## config.mk

```make
export PLATFORM = sky130hd
export DESIGN_NAME = wb_port_arbiter
export DESIGN_NICKNAME = d
export VERILOG_FILES = /design/src/rtl/wb_port_arbiter.sv
export SDC_FILE = /design/constraint.sdc
export NUM_CORES = 1
export LEC_CHECK = 0
export CAP_MARGIN = 25
export CORE_ASPECT_RATIO = 0.6
export CORE_MARGIN = 3
export CORE_UTILIZATION = 35
export CTS_CLUSTER_DIAMETER = 30
export DETAILED_ROUTE_END_ITERATION = 12
export PLACE_DENSITY = 0.72
export REMOVE_ABC_BUFFERS = 1
export SYNTH_ARGS = -nofsm -noshare
export SYNTH_HDL_FRONTEND = slang
export SYNTH_SLANG_ARGS = --single-unit
```

## constraint.sdc

```tcl
create_clock -name clk -period 1.7 [get_ports clk]
set_input_delay 0.17 -clock clk [delete_from_list [all_inputs] [get_ports clk]]
set_output_delay 0.17 -clock clk [all_outputs]
set_load 0.02 [all_outputs]
```

## src/rtl/wb_port_arbiter.sv

```systemverilog
// Write-back port arbiter. The pipeline WB stage always wins the register-file
// write port. The multicycle aux unit is granted on free cycles. After a run of
// MAX_WAIT denied aux cycles, the arbiter asks the hazard unit for a WB bubble.
module wb_port_arbiter #(
    parameter int unsigned MAX_WAIT = 4
) (
    input  logic        clk,
    input  logic        reset,
    input  logic        pipe_we,
    input  logic [4:0]  pipe_waddr,
    input  logic [31:0] pipe_wdata,
    input  logic        aux_req,
    input  logic [4:0]  aux_waddr,
    input  logic [31:0] aux_wdata,
    output logic        aux_ack,
    output logic        stall_req,
    output logic        rf_we,
    output logic [4:0]  rf_waddr,
    output logic [31:0] rf_wdata,
    output logic        wb_sel,
    output logic [15:0] aux_grant_cnt
);

    localparam logic [3:0] MaxWait = 4'(MAX_WAIT);

    typedef enum logic [1:0] {StIdle, StWait, StForce} state_e;

    state_e      state_q, state_d;
    logic [3:0]  wcnt_q, wcnt_d;
    logic [3:0]  wcnt_inc;
    logic        aux_ack_q;
    logic        stall_q;
    logic        rf_we_q;
    logic [4:0]  rf_waddr_q;
    logic [31:0] rf_wdata_q;
    logic        wb_sel_q;
    logic [15:0] grant_cnt_q;
    logic        aux_live;
    logic        aux_grant;
    logic        aux_denied;

    // A held aux_req is ignored in its ack cycle so it cannot be granted twice.
    assign aux_live   = aux_req & ~aux_ack_q;
    assign aux_grant  = aux_live & ~pipe_we;
    assign aux_denied = aux_live & pipe_we;
    assign wcnt_inc   = wcnt_q + 4'd1;

    // Starvation FSM next-state logic.
    always_comb begin
        state_d = state_q;
        wcnt_d  = wcnt_q;
        unique case (state_q)
            StIdle: begin
                if (aux_denied) begin
                    wcnt_d = 4'd1;
                    if (MaxWait == 4'd1) begin
                        state_d = StForce;
                    end else begin
                        state_d = StWait;
                    end
                end
            end
            StWait: begin
                if (aux_grant) begin
                    state_d = StIdle;
                    wcnt_d  = 4'd0;
                end else if (aux_denied) begin
                    wcnt_d = wcnt_inc;
                    if (wcnt_inc == MaxWait) begin
                        state_d = StForce;
                    end
                end
            end
            StForce: begin
                if (aux_grant) begin
                    state_d = StIdle;
                    wcnt_d  = 4'd0;
                end
            end
            default: begin
                state_d = StIdle;
                wcnt_d  = 4'd0;
            end
        endcase
    end

    // FSM state, wait counter and the registered stall request.
    always_ff @(posedge clk or posedge reset) begin
        if (reset) begin
            state_q <= StIdle;
            wcnt_q  <= 4'd0;
            stall_q <= 1'b0;
        end else begin
            state_q <= state_d;
            wcnt_q  <= wcnt_d;
            stall_q <= (state_d == StForce);
        end
    end

    // Registered write port; r0 writes are granted but never enabled.
    always_ff @(posedge clk or posedge reset) begin
        if (reset) begin
            rf_we_q    <= 1'b0;
            rf_waddr_q <= 5'd0;
            rf_wdata_q <= 32'd0;
            wb_sel_q   <= 1'b0;
            aux_ack_q  <= 1'b0;
        end else begin
            aux_ack_q <= aux_grant;
            if (pipe_we) begin
                rf_we_q    <= (pipe_waddr != 5'd0);
                rf_waddr_q <= pipe_waddr;
                rf_wdata_q <= pipe_wdata;
                wb_sel_q   <= 1'b0;
            end else if (aux_grant) begin
                rf_we_q    <= (aux_waddr != 5'd0);
                rf_waddr_q <= aux_waddr;
                rf_wdata_q <= aux_wdata;
                wb_sel_q   <= 1'b1;
            end else begin
                rf_we_q <= 1'b0;
            end
        end
    end

    // Free-running count of aux grants, wrapping at 16 bits.
    always_ff @(posedge clk or posedge reset) begin
        if (reset) begin
            grant_cnt_q <= 16'd0;
        end else if (aux_grant) begin
            grant_cnt_q <= grant_cnt_q + 16'd1;
        end
    end

    assign aux_ack       = aux_ack_q;
    assign stall_req     = stall_q;
    assign rf_we         = rf_we_q;
    assign rf_waddr      = rf_waddr_q;
    assign rf_wdata      = rf_wdata_q;
    assign wb_sel        = wb_sel_q;
    assign aux_grant_cnt = grant_cnt_q;

endmodule

```

==> results of run 1 <==
power groups by stage:
stage               sequential (mW)  clock (mW)  combinational (mW)
finish                         1.93        1.70                1.24
global route                   1.97        1.83                1.34
CTS                            1.93        1.75                1.26
detailed placement             1.95           0                1.26
global placement               1.94           0                1.23
floorplan                      2.09           0               0.426
how the worst max path moves through the flow:
stage                     cells past startpoint                           end                         start
after CTS                                     1              aux_grant_cnt[2]  aux_grant_cnt[2]$_DFFE_PP0P_
after detailed placement                      5  aux_grant_cnt[7]$_DFFE_PP0P_                       aux_req
after global routing                          1                       aux_ack             aux_ack$_DFF_PP0_
after floorplan                               4         wcnt_q[2]$_DFFE_PP0P_             aux_ack$_DFF_PP0_
final                                         1              aux_grant_cnt[3]  aux_grant_cnt[3]$_DFFE_PP0P_
after global placement                        5  aux_grant_cnt[7]$_DFFE_PP0P_                       aux_req
registers in the layout (all words and copies together) (netlist names):
signal         flops
wcnt_q             4
state_q            2
aux_grant_cnt     16
stall_req          1
rf_we              1
wb_sel             1
rf_wdata          32
rf_waddr           5
aux_ack            1
area by class of cell:
class | instances | area (sq um) | area share, %
timing repair buffer | 146 | 1470 | 30.8
clock buffer | 15 | 278 | 5.83
multi-input combinational | 202 | 1290 | 27.1
inverter | 4 | 15.0 | 0.315
sequential | 63 | 1580 | 33.1
tap | 108 | 135 | 2.84
metal layers:
| layer | track usage, % | wire length [um] |
|---|---|---|
| met5 | 0 | 0 |
| met4 | 5.80 | 72 |
| met3 | 6.96 | 577 |
| met2 | 28.6 | 3960 |
| met1 | 21.3 | 3610 |
Yosys cell counts (4+ instances only):
| library cell | instances |
|---|---|
| dfrtp_1 | 63 |
| xnor2_1 | 11 |
| nor2_1 | 10 |
| mux2i_1 | 37 |
| nand2_1 | 51 |
| nor2b_1 | 4 |
| o21ai_0 | 44 |
| nand3_1 | 5 |
| nand4_1 | 4 |
| a21oi_1 | 5 |
| clkbuf_1 | 10 |
| xor2_1 | 4 |
| nor3_1 | 4 |
| inv_1 | 4 |
repair_timing:
| item | 4_1_cts | 5_1_grt |
|---|---|---|
| endpoints found under the hold margin | 0 | 0 |
| resized for setup | 0 | 1 |
| setup buffers | 0 | 0 |
| endpoints found under the setup margin | 0 | 1 |
logic make-up after synthesis:
family / after synthesis / synth area share (%)
xor+xnor: 15 / 4.44
buf+inv: 21 / 3.13
mux: 38 / 12.9
compound gates: 55 / 9.99
flops: 63 / 53.3
simple gates: 92 / 15.4
fa+ha+maj: 2 / 0.846
==> metrics, run 1 <==
Area growth syn-to-layout 61.1%; number of buffers inserted for hold repair after clock tree synthesis 0; Max Fclk 0.610 GHz; cells after synthesis 286; total wire length after detailed routing 8.22 mm; root buffer cell clkbuf_16; clock transition at the register clock pins on the worst setup and hold paths after CTS 0.05 ns; hpwl dp 6.17 mm; most common flop cell mapped by yosys dfrtp_1; proportion of power drawn by flip-flops and latches 39.7%; largest net degree at the start of global routing 47; smallest setup slack after layout 0.0610 ns; slowest library cell on the worst path clkdlybuf4s50_1; buffering stage count on the worst path with inverters included 1; CTS tree yes; post-placement cell area 4480 sq um; pwr/cell area 1020 nW/um^2; die height 77.2 um; filler instances 684; post-layout utilization of the core 59.3%; number of global-route vias before repair 2607; drt pass-1 iters 4; worst clock skew on the final layout 0.00468 ns; proportion of layout cells with a drive suffix above 1 7.67%; H-tree depth reported by CTS 3; Num CTS Buffers 9; wire per inst 15.3 um; Hold/Removal Path Class in -> async; global-route wire length before repair 13.4 mm; setup TNS 0 ns; final hold violation count 0; minimum period implied by the final worst setup slack 1.64 ns; area of all placed cells without fillers 4760 sq um; run status finished clean; Die Footprint 9620 sq um; sequential cell area fraction in the yosys report 53.3%; Tightest Pin Transition 0.413 ns; relative contribution of combinational cells to total power 25.5%; R2R cell count 4; CP Data Required Time 1.53 ns; global-route total usage across every layer 17.5%; worst reg2reg setup slack 0.17 ns; Post-Layout Cell Count 538; Synth async-reset ratio 100%; tightest slew margin relative to the limit 72.4%; unrepaired setup endpoints after global routing false; max-capacitance violation count 0; most frequent cells in the layout clkdlybuf4s50_1, dfrtp_1, nand2_1; number of enable-type register cells in the synthesized netlist 0; static power due to leakage 2.09 nW; arrival time at the worst endpoint 1.47 ns; final RePlAce weighted congestion 0.811; Core Area 8040 sq um; Net Switching 1.39 mW; Placed Cells incl. Taps 523; Initial Util 36.8%; sw frac 28.6%; antenna violations before repair 0; Synth Register Bits 63; yosys warns 0; clock latency at the later pin of the worst-skew pair 0.32 ns; worst slack at placement -0.0189 ns; Via Count 2598; launch point of the worst reg-to-reg path aux_ack$_DFF_PP0_; Final #Nets 506; number of cell rows 25; Max Slew Vio Count 0; drt initial violations 119; maximum root-to-sink buffer count 2; final setup violating endpoints 0; count of nets left with antenna violations after detail routing 0; Setup CP Type reg -> out; portion of total power attributed to the clock network 34.9%; number of port buffers 134; Top-Level Pins 135; width of the die 125 um; WHS 0.159 ns; total internal power 3.48 mW; DRC errors left 0; crit path launch type flop; syn avg cell area 10.3 sq um; Clock Sinks 63; commonest non-fill, non-tap cell in the layout clkdlybuf4s50_1; final cycle utilization of the critical path 96.4%; global-route congestion overflow total 0; Worst path max stage delay 0.66 ns; maximum net fanout on the critical path 5; share of Yosys cell area claimed by the top area cell type 53.3%; endpoint kind of the worst setup timing path output pin; worst vdd ir 0.451 mV; synthesized cell area 2960 sq um; Total Power Consumption 4.87 mW; drt via density 4.83; chain of cells forming the critical path clkdlybuf4s50_1; Antenna diodes 0; cell type with the largest total area after synthesis dfrtp_1; dominant cells by area after synthesis dfrtp_1, mux2i_1, o21ai_0; critical path's top delay family buffers and inverters; Critical R2R Capture aux_grant_cnt[7]$_DFFE_PP0P_; number of different library cells in the post-synthesis netlist 34
Power figures use the tool's default switching activity.
==> run 2: changes to the inputs <==
--- a/config.mk
+++ b/config.mk
@@ -6,7 +6,6 @@
 export NUM_CORES = 1
 export LEC_CHECK = 0
 export CAP_MARGIN = 25
-export CORE_ASPECT_RATIO = 0.6
 export CORE_MARGIN = 3
 export CORE_UTILIZATION = 35
 export CTS_CLUSTER_DIAMETER = 30
==> run 2 against run 1 <==
Against the previous run:
- global-route usage is 1.0 points lower
- flip-flop and latch count stayed put
- design area is 1.4% lower
- fmax is 0.18% higher
- utilization is 0.33 points lower
- sequential share of layout area is 0.49 points higher
- non-clock buffer count is 3 lower
==> metrics, run 2 (synthesized netlist as in run 1, its figures left out) <==
final cycle utilization of the critical path 96.2% (-0.17 points); Antenna diodes 0 (unchanged); post-layout utilization of the core 58.9% (-0.33 points); commonest non-fill, non-tap cell in the layout clkdlybuf4s50_1; tightest slew margin relative to the limit 69.8% (-2.6 points); Tightest Pin Transition 0.453 ns (+0.0403 ns); static power due to leakage 2.05 nW (-1.5%); clock latency at the later pin of the worst-skew pair 0.34 ns (+0.02 ns); CP Data Required Time 1.53 ns (about the same); Crit. path cell count 1 (unchanged); critical path's top delay family buffers and inverters; buffering stage count on the worst path with inverters included 1 (unchanged); unrepaired setup endpoints after global routing false; root buffer cell clkbuf_8; arrival time at the worst endpoint 1.47 ns (about the same); minimum period implied by the final worst setup slack 1.64 ns (-0.00289 ns); launch point of the worst reg-to-reg path aux_ack$_DFF_PP0_; DRC errors left 0 (unchanged); worst reg2reg setup slack 0.25 ns (+0.08 ns); Core Area 7970 sq um (-0.89%); maximum net fanout on the critical path 5 (unchanged); Final #Nets 503 (-0.59%); max FFs per register 32 (unchanged); area of the multi-input gates 1290 sq um (unchanged); width of the die 97.9 um (-21%); number of buffers inserted for hold repair after clock tree synthesis 0 (unchanged); Die Footprint 9590 sq um (-0.37%); Initial Util 37.1% (+0.33 points); global-route congestion overflow total 0 (unchanged); proportion of layout cells with a drive suffix above 1 7.24% (-0.43 points); Hold/Removal Path Class in -> async; CTS tree yes; Clock Sinks 63 (unchanged); run status finished clean; Worst path max stage delay 0.66 ns (about the same); Register Area 1580 sq um (unchanged); worst clock skew on the final layout 0.00813 ns (+0.00345 ns); Setup CP Type reg -> out; total wire length after detailed routing 7.66 mm (-6.8%); Total Power Consumption 4.74 mW (-2.7%); Max Slew Vio Count 0 (unchanged); final hold violation count 0 (unchanged); final setup violating endpoints 0 (unchanged); maximum root-to-sink buffer count 2 (unchanged); Via Count 2538 (-2.3%); filler instances 697 (+1.9%); H-tree depth reported by CTS 3 (unchanged); global-route total usage across every layer 16.5% (-1.0 points); drt initial violations 55 (-54%); area of all placed cells without fillers 4690 sq um (-1.4%); Top-Level Pins 135 (unchanged); largest net degree at the start of global routing 87 (+85%); hpwl dp 5.66 mm (-8.3%); crit path launch type flop; max-capacitance violation count 0 (unchanged); most frequent cells in the layout clkdlybuf4s50_1, dfrtp_1, nand2_1; Num CTS Buffers 9 (unchanged); die height 97.9 um (+27%); drt pass-1 iters 5 (+1); post-placement cell area 4450 sq um (-0.67%); number of global-route vias before repair 2664 (+2.2%); final RePlAce weighted congestion 0.823 (+1.6%); slowest library cell on the worst path clkdlybuf4s50_1; global-route wire length before repair 12.9 mm (-3.5%); pwr/cell area 1010 nW/um^2 (-1.3%); count of nets left with antenna violations after detail routing 0 (unchanged); endpoint kind of the worst setup timing path output pin; drt via density 4.79 (-0.83%); antenna violations before repair 0 (unchanged); Area growth syn-to-layout 58.8%; R2R cell count 4 (unchanged); worst vdd ir 0.851 mV (+89%); clock transition at the register clock pins on the worst setup and hold paths after CTS 0.07 ns (+0.02 ns); Max Fclk 0.611 GHz (+0.18%); number of cell rows 32 (+28%); Critical R2R Capture aux_grant_cnt[7]$_DFFE_PP0P_; wire per inst 14.4 um (-5.4%); chain of cells forming the critical path clkdlybuf4s50_1; number of port buffers 134 (unchanged)
==> run 2: worst max-delay path by stage <==
stage	start	slack, ns	to
after floorplan	aux_ack$_DFF_PP0_	-0.72	wcnt_q[2]$_DFFE_PP0P_
after global placement	aux_req	0.02	aux_grant_cnt[7]$_DFFE_PP0P_
after detailed placement	aux_req	-0.03	aux_grant_cnt[7]$_DFFE_PP0P_
after CTS	aux_grant_cnt[2]$_DFFE_PP0P_	0.02	aux_grant_cnt[2]
after global routing	aux_grant_cnt[3]$_DFFE_PP0P_	0.009	aux_grant_cnt[3]
final	aux_grant_cnt[3]$_DFFE_PP0P_	0.06	aux_grant_cnt[3]
==> run 2: timing repair <==
item / 4_1_cts / 5_1_grt
resized for setup: 0 / 1
setup endpoints to repair: 0 / 1
hold endpoints to repair: 0 / 0
buffers inserted: 0 / 0
==> run 2: cell type report <==
type / instances / share of cell area (%)
Sequential cell: 63 / 33.6
Timing Repair Buffer: 143 / 30.8
Multi-Input combinational cell: 202 / 27.5
Clock buffer: 13 / 3.17
Tap cell: 102 / 2.72
Clock inverter: 3 / 1.92
Inverter: 4 / 0.320
==> run 2: where the power goes <==
part           switching (mW)  leakage (nW)  internal, mW
Sequential              0.220         0.769          1.70
Clock                   0.571         0.118          1.02
Combinational           0.559          1.17         0.672
Total                    1.35          2.05          3.39
==> run 2: per-stage QoR <==
step | std cells | hold WS [ns] | setup slack, ns | TNS [ns]
2_1_floorplan | 269 | 0.236 | -0.722 | -19.15
3_3_place_gp | 514 | 0.466 | 0.0212 | 0
6_report | 530 | 0.214 | 0.0639 | 0
4_1_cts | 530 | 0.217 | 0.0237 | 0
5_1_grt | 530 | 0.231 | 0.00867 | 0
3_5_place_dp | 514 | 0.484 | -0.0340 | -0.0572
==> run 2: per-layer routing <==
layer	track usage, %	vias to the layer above	share of wire (%)	routed length (um)
li1	-	1254	-	-
met1	20.1	1199	43	3270
met2	27.6	74	50	3810
met3	5.50	11	6.2	477
met4	5.54	0	1.3	97
met5	0	-	0	0
==> run 3: changes to the inputs <==
--- a/config.mk
+++ b/config.mk
@@ -8,10 +8,11 @@
 export CAP_MARGIN = 25
 export CORE_MARGIN = 3
 export CORE_UTILIZATION = 35
-export CTS_CLUSTER_DIAMETER = 30
+export CTS_CLUSTER_DIAMETER = 80
 export DETAILED_ROUTE_END_ITERATION = 12
 export PLACE_DENSITY = 0.72
 export REMOVE_ABC_BUFFERS = 1
 export SYNTH_ARGS = -nofsm -noshare
 export SYNTH_HDL_FRONTEND = slang
 export SYNTH_SLANG_ARGS = --single-unit
+export TNS_END_PERCENT = 5
==> constraint.sdc (replaced) <==
create_clock -name clk -period 1.48 [get_ports clk]
set_input_delay 0.148 -clock clk [delete_from_list [all_inputs] [get_ports clk]]
set_output_delay 0.148 -clock clk [all_outputs]
set_load 0.02 [all_outputs]
==> run 3 against run 2 <==
Against the previous run:
- worst setup slack lost 0.056 ns
- flip-flop and latch count is the same
- combinational power is 11% higher
- design area increased by 1.5%
- critical path depth is 4 higher
- hold slack got worse by 0.0034 ns
- die area did not move
- final cell count rose by 0.94%
- first-iteration DRC count up 25%
- global-route usage barely moved
- largest cell class unchanged
==> metrics, run 3 (synthesized netlist as in run 1, its figures left out) <==
capturing element of the worst setup path aux_grant_cnt[12]$_DFFE_PP0P_; minimum period implied by the final worst setup slack 1.47 ns; endpoint kind of the worst setup timing path flop; Max Fclk 0.679 GHz; DRC errors left 0 (unchanged); Via Count 2563 (+0.99%); largest net degree at the start of global routing 87 (unchanged); wire per inst 14.4 um (-0.57%); buffering stage count on the worst path with inverters included 1 (unchanged); Initial Util 37.1% (unchanged); run status finished clean; CTS tree yes; most frequent cells in the layout clkdlybuf4s50_1, dfrtp_1, nand2_1; max FFs per register 32 (unchanged); CP Data Required Time 1.74 ns (+0.21 ns); Final #Nets 509 (+1.2%); proportion of layout cells with a drive suffix above 1 9.47% (+2.2 points); Hold/Removal Path Class in -> async; final setup violating endpoints 0 (unchanged); Die Footprint 9590 sq um (unchanged); Clock Sinks 63 (unchanged); clock transition at the register clock pins on the worst setup and hold paths after CTS 0.07 ns (about the same); number of cell rows 32 (unchanged); Tightest Pin Transition 0.447 ns (-0.00646 ns); R2R cell count 5 (+1); crit path launch type flop; Max Slew Vio Count 0 (unchanged); global-route congestion overflow total 0 (unchanged); Worst path max stage delay 0.44 ns (-0.22 ns); tightest slew margin relative to the limit 70.2% (+0.43 points); Crit. path cell count 5 (+4); drt pass-1 iters 4 (-1); Critical R2R Capture aux_grant_cnt[12]$_DFFE_PP0P_; die height 97.9 um (unchanged); smallest setup slack after layout 0.00789 ns (-0.0560 ns); worst vdd ir 0.813 mV (-4.4%); critical path's top delay family simple AND/OR/NAND/NOR gates; launch point of the worst reg-to-reg path aux_ack$_DFF_PP0_; Antenna diodes 0 (unchanged); final RePlAce weighted congestion 0.817 (-0.78%); worst clock skew on the final layout 0.00921 ns (+0.00107 ns); Setup CP Type reg -> reg; worst slack at placement -0.224 ns (-0.190 ns); Top-Level Pins 135 (unchanged); static power due to leakage 2.43 nW (+18%); clock latency at the later pin of the worst-skew pair 0.34 ns (about the same); hpwl dp 5.66 mm (about the same); Total Power Consumption 5.28 mW (+11%); slowest library cell on the worst path dfrtp_2; maximum net fanout on the critical path 6 (+1); commonest non-fill, non-tap cell in the layout clkdlybuf4s50_1; Area growth syn-to-layout 61.2%; maximum root-to-sink buffer count 2 (unchanged); Core Area 7970 sq um (unchanged); root buffer cell clkbuf_8; setup fix buffers added after clock tree synthesis 0 (unchanged); chain of cells forming the critical path nor3b_4 > buf_4 > nand4_4 > nor3_4 > xor2_1; number of global-route vias before repair 2651 (-0.49%); arrival time at the worst endpoint 1.73 ns (+0.26 ns); total wire length after detailed routing 7.68 mm (+0.37%); unrepaired setup endpoints after global routing true; worst reg2reg setup slack 0.008 ns (-0.24 ns); Num CTS Buffers 9 (unchanged); count of nets left with antenna violations after detail routing 0 (unchanged); filler instances 694 (-0.43%); final hold violation count 0 (unchanged); max-capacitance violation count 0 (unchanged); worst setup path startpoint aux_ack$_DFF_PP0_; H-tree depth reported by CTS 3 (unchanged); final cycle utilization of the critical path 99.5%; antenna violations before repair 0 (unchanged); global-route total usage across every layer 16.5% (-0.048 points); number of port buffers 134 (unchanged); width of the die 97.9 um (unchanged); number of buffers inserted for hold repair after clock tree synthesis 0 (unchanged); pwr/cell area 1110 nW/um^2 (+9.7%); drt via density 4.79 (about the same); setup TNS 0 ns (unchanged); drt initial violations 69 (+25%); global-route wire length before repair 12.8 mm (-1.2%)
run 3: per-stage QoR:
stage	instance area (sq um)	std cells	hold WS (ns)	utilization, %
after floorplan	2880	269	0.214	-
after global placement	4490	520	0.467	56.3
after global routing	4770	535	0.195	59.8
final	4770	535	0.211	59.8
after detailed placement	4490	520	0.486	56.3
after CTS	4680	535	0.208	58.8
run 3: worst min path at each step:
stage	start	slack [ns]	endpoint	cells after the start
after floorplan	pipe_we	0.21	wb_sel$_DFFE_PP0P_	1
after global placement	aux_grant_cnt[15]$_DFFE_PP0P_	0.47	aux_grant_cnt[15]$_DFFE_PP0P_	1
after detailed placement	aux_grant_cnt[13]$_DFFE_PP0P_	0.49	aux_grant_cnt[13]$_DFFE_PP0P_	1
after CTS	reset	0.21	rf_wdata[0]$_DFFE_PP0P_	3
after global routing	pipe_we	0.20	aux_ack$_DFF_PP0_	3
final	reset	0.21	rf_wdata[0]$_DFFE_PP0P_	3
run 3: layout make-up:
cell class / instances / area, sq um / share of cell area [%]
clock inverters: 3 / 65.1 / 1.37
repair buffers: 149 / 1510 / 31.7
flip-flops and latches: 63 / 1580 / 33.1
clock buffers: 12 / 165 / 3.47
inverters: 4 / 15.0 / 0.315
well taps: 102 / 128 / 2.68
multi-input cells: 202 / 1300 / 27.4
run 3: routing by layer:
| layer | wire (um) | part of all wire (%) | GRT usage (%) | vias up |
|---|---|---|---|---|
| li1 | - | - | - | 1271 |
| met1 | 3110 | 40 | 18.7 | 1213 |
| met2 | 3980 | 52 | 28.4 | 73 |
| met3 | 532 | 6.9 | 7.43 | 6 |
| met4 | 69 | 0.90 | 3.94 | 0 |
| met5 | 0 | 0 | 0 | - |
run 3: repair_timing:
item,4_1_cts,5_1_grt
setup endpoints to repair,26,35
pin swaps,1,2
resized for setup,25,30
run 3: worst register-to-register path: stages (launching register included):
cell and delay [ns]:
dfrtp_2 0.44, nor3b_4 0.27, buf_4 0.16, nand4_4 0.15, nor3_4 0.20, xor2_1 0.17
run 3: power breakdown:
part	switching, mW	internal (mW)
combinational	0.657	0.713
sequential	0.241	1.95
clock	0.638	1.07
total	1.54	3.74
